`config.mk`:
```
export PLATFORM = sky130hd
export DESIGN_NAME = xsim_msg_deframer
export DESIGN_NICKNAME = d
export VERILOG_FILES = /design/src/rtl/xsim_msg_deframer.sv
export SDC_FILE = /design/constraint.sdc
export NUM_CORES = 2
export LEC_CHECK = 0
export CAP_MARGIN = 20
export CORE_MARGIN = 3
export CORE_UTILIZATION = 51
export DETAILED_ROUTE_END_ITERATION = 8
export HOLD_SLACK_MARGIN = 0.02
export PLACE_DENSITY = 0.77
export SYNTH_ARGS = -nofsm -noshare
export SYNTH_HDL_FRONTEND = slang
export SYNTH_SLANG_ARGS = --single-unit
```
`constraint.sdc`:
```
create_clock -name CLK -period 3 [get_ports CLK]
set_input_delay 0.45 -clock CLK [delete_from_list [all_inputs] [get_ports CLK]]
set_output_delay 0.45 -clock CLK [all_outputs]
set_load 0.005 [all_outputs]
```
`src/rtl/xsim_msg_deframer.sv`:
```
// xsim_msg_deframer
// Consumes the simulator sink's beat stream (no backpressure), parses the
// portal header beat, gathers payload words into an assembly buffer and
// presents each whole message in a held output register with valid/ready.
// Messages that complete while the output register is still occupied are
// dropped and flagged through the sticky overflow bit.

module xsim_msg_deframer #(
    parameter int MAX_WORDS = 16
) (
    input  logic                    CLK,
    input  logic                    RST,
    input  logic                    beat_valid,
    input  logic [31:0]             beat,
    output logic                    msg_valid,
    input  logic                    msg_ready,
    output logic [15:0]             msg_method,
    output logic [15:0]             msg_nwords,
    output logic [MAX_WORDS*32-1:0] msg_data,
    output logic                    busy,
    output logic                    overflow,
    output logic                    bad_len
);

    typedef enum logic [1:0] {
        ST_HDR     = 2'd0,
        ST_PAYLOAD = 2'd1,
        ST_DISCARD = 2'd2
    } state_t;

    // Longest legal header length: payload words plus the header beat itself.
    localparam logic [16:0] MAX_LEN = 17'(MAX_WORDS + 1);

    // Assembly side
    state_t                        state_q, state_d;
    logic [15:0]                   idx_q, idx_d;
    logic [15:0]                   rem_q, rem_d;
    logic [15:0]                   meth_q, meth_d;
    logic [15:0]                   nw_q, nw_d;
    logic [MAX_WORDS-1:0][31:0]    buf_q, buf_d;
    logic                          bad_len_q, bad_len_d;

    // Output register side
    logic                          valid_q, valid_d;
    logic [15:0]                   out_meth_q, out_meth_d;
    logic [15:0]                   out_nw_q, out_nw_d;
    logic [MAX_WORDS-1:0][31:0]    out_data_q, out_data_d;
    logic                          overflow_q, overflow_d;

    // Completion bundle handed from the parser to the output register
    logic                          complete_s;
    logic [15:0]                   cmp_method_s;
    logic [15:0]                   cmp_nwords_s;
    logic [MAX_WORDS-1:0][31:0]    cmp_data_s;
    logic [15:0]                   hdr_len_s;
    logic                          load_ok_s;

    assign hdr_len_s = beat[15:0];
    // The output register may take a new message when empty or draining this cycle.
    assign load_ok_s = !valid_q || msg_ready;

    // Header parse, payload gather and discard sequencing; state moves only on beats.
    always_comb begin
        state_d      = state_q;
        idx_d        = idx_q;
        rem_d        = rem_q;
        meth_d       = meth_q;
        nw_d         = nw_q;
        buf_d        = buf_q;
        bad_len_d    = bad_len_q;
        complete_s   = 1'b0;
        cmp_method_s = meth_q;
        cmp_nwords_s = nw_q;
        cmp_data_s   = buf_q;
        if (beat_valid) begin
            case (state_q)
                ST_HDR: begin
                    if (hdr_len_s == 16'd0) begin
                        bad_len_d = 1'b1;
                    end else if (hdr_len_s == 16'd1) begin
                        // Header-only message: completes on this very beat.
                        complete_s   = 1'b1;
                        cmp_method_s = beat[31:16];
                        cmp_nwords_s = 16'd0;
                        cmp_data_s   = '0;
                    end else if ({1'b0, hdr_len_s} <= MAX_LEN) begin
                        meth_d  = beat[31:16];
                        nw_d    = hdr_len_s - 16'd1;
                        rem_d   = hdr_len_s - 16'd1;
                        idx_d   = 16'd0;
                        buf_d   = '0;
                        state_d = ST_PAYLOAD;
                    end else begin
                        // Too long to hold: swallow the payload beats without storing.
                        bad_len_d = 1'b1;
                        rem_d     = hdr_len_s - 16'd1;
                        state_d   = ST_DISCARD;
                    end
                end
                ST_PAYLOAD: begin
                    for (int i = 0; i < MAX_WORDS; i++) begin
                        if (idx_q == 16'(i)) begin
                            buf_d[i] = beat;
                        end else begin
                            buf_d[i] = buf_q[i];
                        end
                    end
                    idx_d = idx_q + 16'd1;
                    if (rem_q != 16'd0) begin
                        rem_d = rem_q - 16'd1;
                    end else begin
                        rem_d = rem_q;
                    end
                    if (rem_q <= 16'd1) begin
                        // Last payload beat: the message includes the word written now.
                        complete_s = 1'b1;
                        cmp_data_s = buf_d;
                        state_d    = ST_HDR;
                    end else begin
                        state_d = ST_PAYLOAD;
                    end
                end
                ST_DISCARD: begin
                    if (rem_q != 16'd0) begin
                        rem_d = rem_q - 16'd1;
                    end else begin
                        rem_d = rem_q;
                    end
                    if (rem_q <= 16'd1) begin
                        state_d = ST_HDR;
                    end else begin
                        state_d = ST_DISCARD;
                    end
                end
                default: begin
                    state_d = ST_HDR;
                end
            endcase
        end else begin
            state_d = state_q;
        end
    end

    // Output register: load, drop with overflow, or drain on handshake.
    always_comb begin
        valid_d    = valid_q;
        out_meth_d = out_meth_q;
        out_nw_d   = out_nw_q;
        out_data_d = out_data_q;
        overflow_d = overflow_q;
        if (complete_s && load_ok_s) begin
            valid_d    = 1'b1;
            out_meth_d = cmp_method_s;
            out_nw_d   = cmp_nwords_s;
            out_data_d = cmp_data_s;
        end else if (complete_s) begin
            overflow_d = 1'b1;
        end else if (valid_q && msg_ready) begin
            valid_d = 1'b0;
        end else begin
            valid_d = valid_q;
        end
    end

    // State and data registers with synchronous active-low reset.
    always_ff @(posedge CLK) begin
        if (!RST) begin
            state_q    <= ST_HDR;
            idx_q      <= 16'd0;
            rem_q      <= 16'd0;
            meth_q     <= 16'd0;
            nw_q       <= 16'd0;
            buf_q      <= '0;
            bad_len_q  <= 1'b0;
            valid_q    <= 1'b0;
            out_meth_q <= 16'd0;
            out_nw_q   <= 16'd0;
            out_data_q <= '0;
            overflow_q <= 1'b0;
        end else begin
            state_q    <= state_d;
            idx_q      <= idx_d;
            rem_q      <= rem_d;
            meth_q     <= meth_d;
            nw_q       <= nw_d;
            buf_q      <= buf_d;
            bad_len_q  <= bad_len_d;
            valid_q    <= valid_d;
            out_meth_q <= out_meth_d;
            out_nw_q   <= out_nw_d;
            out_data_q <= out_data_d;
            overflow_q <= overflow_d;
        end
    end

    assign msg_valid  = valid_q;
    assign msg_method = out_meth_q;
    assign msg_nwords = out_nw_q;
    assign msg_data   = out_data_q;
    assign busy       = (state_q != ST_HDR);
    assign overflow   = overflow_q;
    assign bad_len    = bad_len_q;

endmodule

```
Yosys cells after proc, flatten, opt, wreduce, memory -nomap -nowiden
Cells that the tools add are included.
{"block": "word_totals", "input_bits": 36, "wordCells": 153, "reg_bits": 1125, "out_inout_bits": 548}
{"block": "op_classes", "add_sub_neg": 3, "n_eq_ne": 25, "order_cmp": 2, "bitwise_logic": 3, "muxes": 58, "n_reduce_logical": 20}
{"operator": "$mux W512", "count": 7}
{"operator": "$pmux W512 S2", "count": 2}
{"operator": "$mux W32", "count": 16}
{"operator": "$mux W16", "count": 14}
{"operator": "$eq A16 B4 Y1 const B", "count": 8}
{"operator": "$eq A16 B3 Y1 const B", "count": 4}
{"operator": "$pmux W16 S2", "count": 2}
{"operator": "$eq A16 B1 Y1 const B", "count": 2}
{"operator": "$eq A16 B2 Y1 const B", "count": 2}
{"operator": "$logic_not A16 Y1", "count": 2}
{"operator": "$sub A16 B1 Y16 const B", "count": 2}
{"operator": "$add A16 B1 Y16 const B", "count": 1}
{"operator": "$le A16 B1 Y1 const B", "count": 1}
{"operator": "$le A16 B5 Y1 const B", "count": 1}
{"operator": "$reduce_bool A16 Y1", "count": 1}
{"operator": "$reduce_and A5 Y1", "count": 3}
{"operator": "$mux W1", "count": 11}
{"operator": "$ne A2 B2 Y1 const B", "count": 5}
{"operator": "$mux W2", "count": 4}
{"operator": "$reduce_bool A2 Y1", "count": 4}
{"operator": "$pmux W2 S3", "count": 1}
{"operator": "$ne A2 B1 Y1 const B", "count": 2}
{"operator": "$reduce_and A2 Y1", "count": 2}
{"operator": "$reduce_and A4 Y1", "count": 1}
{"operator": "other kinds (10)", "count": 13}

Depth between registers and ports, before layout
{"block": "depth", "word_depth": 8, "depth_mapped": 13}

Least setup slack after synthesis
No wires, ideal clock.
{"block": "synth_path", "path_kind": "input-to-reg", "from": "input port beat[5]", "to": "register idx_q[0]", "path_buffers": 5, "arrival_ps": 2773, "required_time_ps": 2872, "setup_slack_ps": 100, "path_stages": 11, "path_cell_list": "buf_2 -> or4_1 -> clkbuf_1 -> or3_1 -> o21ai_2 -> buf_4 -> buf_2 -> buf_2 -> nor2_1 -> xnor2_1 -> nor2_1"}
{"block": "synth_via", "elab_chain_len": 3}
{"element": "start, declared", "line": "14", "text": "input logic [31:0] beat,"}
{"element": "$le A16 B5 Y1 (tied with other cells)", "line": "86", "text": "end else if ({1'b0, hdr_len_s} <= MAX_LEN) begin"}
{"element": "$ne A2 B2 Y1 (no line)"}
{"element": "$reduce_and A5 Y1 (no line) *"}
{"element": "end signal, assigned", "line": "182", "text": "idx_q <= idx_d;"}
{"element": "end, declared", "line": "36", "text": "logic [15:0] idx_q, idx_d;"}
Mark *: on every way between the ends. The rest lies on a longest branch, timed or not.
A chain may end at the register's enable or synchronous reset.

Worst setup path after layout
{"block": "layout_path", "from": "register rem_q[4]", "to": "register out_data_q, in the netlist msg_data[2]"}
{"block": "layout_via", "elab_chain_len": 5}
{"element": "start, declared", "line": "37", "text": "logic [15:0] rem_q, rem_d;"}
{"element": "start signal, assigned", "line": "183", "text": "rem_q <= rem_d;"}
{"element": "$le A16 B1 Y1 *", "line": "114", "text": "if (rem_q <= 16'd1) begin"}
{"element": "$mux W1", "line": "114"}
{"element": "$pmux W1 S2", "line": "76", "text": "case (state_q)"}
{"element": "$mux W1", "line": "75", "text": "if (beat_valid) begin"}
{"element": "$logic_and A1 B1 Y1", "line": "151", "text": "if (complete_s && load_ok_s) begin"}
{"element": "end signal, assigned", "line": "191", "text": "out_data_q <= out_data_d;"}
{"element": "end, declared", "line": "47", "text": "logic [MAX_WORDS-1:0][31:0] out_data_q, out_data_d;"}
Marked as above.

==> flow_summary.ini <==
[timing]
whs_ns = 0.201
drv_slew = 0
setup-violations-final = 3
finalCritPeriodShare_pct = 101
tightest_slew_ns = 1.26
rsz0062_at_grt = true
fmax_ghz = 0.328
fin_worst_skew_ns = 0.0324
fin_crit_ns = 3.04
hold_violations = 0
relSlewSlack_pct = 16.1
setup_ws_ns = -0.0448

[floorplanning]
placementRows = 114
die_x_microns = 319
initial_core_util_pct = 51.6
die_y_microns = 319
die-area_sq_um = 102000
pin_count = 584
core_area_sq_um = 96900

[clocking]
htree_levels = 3
cts_max_path_buffers = 3
clk_latency_ns = 0.72
cts.sinks = 1125
clkTransAtPathRegs_ns = 0.06
cts_inserted_buffers = 114
ctsHoldBuffers = 0
cts_tree = built
clockRootBuffer = clkbuf_16

[yosys]
synth_seq_cells = 1125
synth_ff_type = dfxtp_1
synthDominantCellAreaShare_pct = 45.1
synth_async_sr_flop_share_pct = 0
syn_nets = 5504
synthDistinctLibCells = 61
ys.warnings.count = 0
synthTopCellsByCount = dfxtp_1 (1125), nor2_1 (904), mux2_2 (512)
synthTopCellsByArea = dfxtp_1 (45%), mux2_2 (12%), a221oi_1 (8.4%), mux2i_1 (8.1%), nor2_1 (6.8%)
synth_edf_count = 0
synthCells = 5455
syn-cell-area_sq_um = 49900
synth.most_common_cell = dfxtp_1
postSynthAreaPerCell_sq_um = 9.16
synth_top_cell_by_area = dfxtp_1
yosysSeqAreaShare_pct = 45.1

[power_and_ir_drop]
pwr-share-clk_pct = 48.2
power_frac_seq_pct = 47.7
p_int_uw = 24100
vdd_drop_max_v = 0.000438
total_power_uw = 31400
power_switching_uw = 7330
leakagePower_uw = 0.0257
swShare_pct = 23.3
p_comb_share_pct = 4.2
p_per_area_nw_per_um2 = 488

[worst_setup_path]
path_class = reg2reg
crit_chain = or4_4 > or4_4 > o31ai_2 > buf_4 > o211ai_4 > buf_6 > buf_6 > a221oi_1 > nor2_1
cpPeakStageDelay_ns = 0.54
crit_fanout = 45
critical_path_buf_inv_count = 3
critPathArrivalTime_ns = 3.63
critPathSlowestCell = or4_4
crit_path_end_kind = flip-flop
critPathTopFamily = simple AND/OR/NAND/NOR gates
critPathLaunchType = flip-flop
critical_path_required_ns = 3.58

[cells_and_area]
drive_gt1_share_pct = 22.3
layout.nets = 5993
area_delta_synth_final_pct = 29.0
multiInputGateArea_sq_um = 26100
final_cells = 7319
finish.utilization_pct = 66.5
regArea_sq_um = 22500
n_fill_cell = 7228

[global_route]
antenna_found_initial = 10
first_global_vias = 43072
grt_usage_pct = 32.7
grt_first_pass_wirelength_mm = 264
grt_max_degree = 133
grt_overflow = 0

[place]
io_buffers = 583
dpl.cell_count = 7077
gp_congestion = 0.880
hpwl_mm = 108

[status]
violations = negative setup slack
outcome = finished, violations left

[drt]
routedWlPerCell_microns = 24.7
wl_met1_mm = 73.1
dr_wl_met3_mm = 18.7
drc = 0
postRouteWirelength_mm = 181
final_antenna_net_count = 0
met2_length_mm = 79.4
highest_layer = met5
drt_iter0_markers = 5358
routed-via-count = 45968
dr.pass1.iters = 6
viasPerCell = 6.28

[job]
max-cap-violations = 0

[hold_path]
hp-class = in2reg
## cells by family (layout without fill, tap and decap cells)
logic type,count (synthesis),after routing,synth area share [%]
flip-flops,1125,1125,45.1
AND/OR/NAND/NOR,1454,1454,12.1
adder cells (fa/ha/maj),13,13,0.326
buffers and inverters,620,1202,5.17
XOR/XNOR,27,27,0.473
multiplexers,915,915,19.6
other,0,6,0
AO/OA/AOI/OAI,1301,1301,17.2
## cells in the final DEF (no fill, tap or decap), types with 13 or more instances in the layout
master / synthesis / final
o21ai_1: 401 / 400
clkinv_2: 0 / 21
clkbuf_8: 0 / 22
clkbuf_1: 420 / 16
a221oi_1: 480 / 305
a221oi_2: 0 / 169
a21boi_0: 21 / 21
nand4_1: 21 / 21
mux2i_1: 403 / 403
o211a_1: 20 / 20
buf_2: 105 / 32
bufinv_16: 0 / 13
nor4_1: 16 / 15
nor2_1: 904 / 904
dfxtp_1: 1125 / 1125
buf_12: 0 / 93
nand3_1: 44 / 44
a21oi_1: 174 / 174
clkdlybuf4s50_1: 0 / 550
clkbuf_16: 0 / 126
xnor2_1: 20 / 20
nor2b_1: 22 / 22
nand2_1: 372 / 372
ha_1: 13 / 13
nor3_4: 10 / 16
mux2_2: 512 / 512
buf_4: 33 / 280
o21ai_0: 159 / 159
## through the flow
step / TNS (ns) / setup slack [ns] / cell area [sq um]
2_1_floorplan: 0 / 0.0995 / 49900
5_1_grt: -1.48 / -0.0633 / 64400
3_5_place_dp: -17.00 / -0.199 / 58800
4_1_cts: -0.00726 / -0.00701 / 63000
3_3_place_gp: -4.27 / -0.151 / 58800
6_report: -0.0833 / -0.0448 / 64400
## state kept, by name, summed over array words and instances (netlist names)
signal and cells:
state_q 2, msg_valid 1, bad_len 1, meth_q 16, buf_q 512, nw_q 16, rem_q 16, msg_nwords 16
idx_q 16, msg_data 512, msg_method 16, overflow 1
## path summary, 6_finish.rpt
kind / cells after the start / to / slack [ns] / from
worst max-delay path: 9 / msg_data[2]$_SDFFE_PN0P_ / -0.04 / rem_q[4]$_SDFFE_PN0P_
worst min register to register: 2 / msg_nwords[2]$_SDFFE_PN0P_ / 0.46 / msg_nwords[2]$_SDFFE_PN0P_
worst max register to register: 9 / msg_data[2]$_SDFFE_PN0P_ / -0.04 / rem_q[4]$_SDFFE_PN0P_
worst min-delay path: 3 / msg_data[306]$_SDFFE_PN0P_ / 0.20 / RST
## power by group through the flow
stage / Combinational [uW] / Clock, uW / Sequential [uW]
final: 1310 / 15100 / 15000
after global routing: 1350 / 15800 / 15000
after CTS: 1260 / 15200 / 15000
after detailed placement: 1250 / 0 / 15300
after global placement: 1240 / 0 / 15300
after floorplan: 640 / 0 / 15300
## repair_timing
item	CTS	global route
setup endpoints to repair	163	253
cloned	0	12
gates resized for setup	22	174
hold endpoints to repair	0	0
buffers inserted	5	10
pin swaps	2	1
## layer usage
metal,global-route usage (%),vias up
met1,44.6,22293
met3,6.07,483
li1,-,20532
met4,16.2,2
met5,0,-
met2,49.8,2658
## worst min-delay path, delay by kind of cell
family	cells	cell delay, ns
buf+inv	1	0.21
compound gates	1	0.14
simple gates	1	0.05
## final cells by class
type / count / area share [%]
antenna: 6 / 0.0233
clock buffer: 155 / 5.11
clock inverter: 54 / 1.07
inverter: 11 / 0.0641
multi-input combinational: 3710 / 40.5
sequential: 1125 / 34.9
tap: 1276 / 2.48
timing repair buffer: 982 / 15.8
No activity file was read; power rests on OpenSTA's default activity.
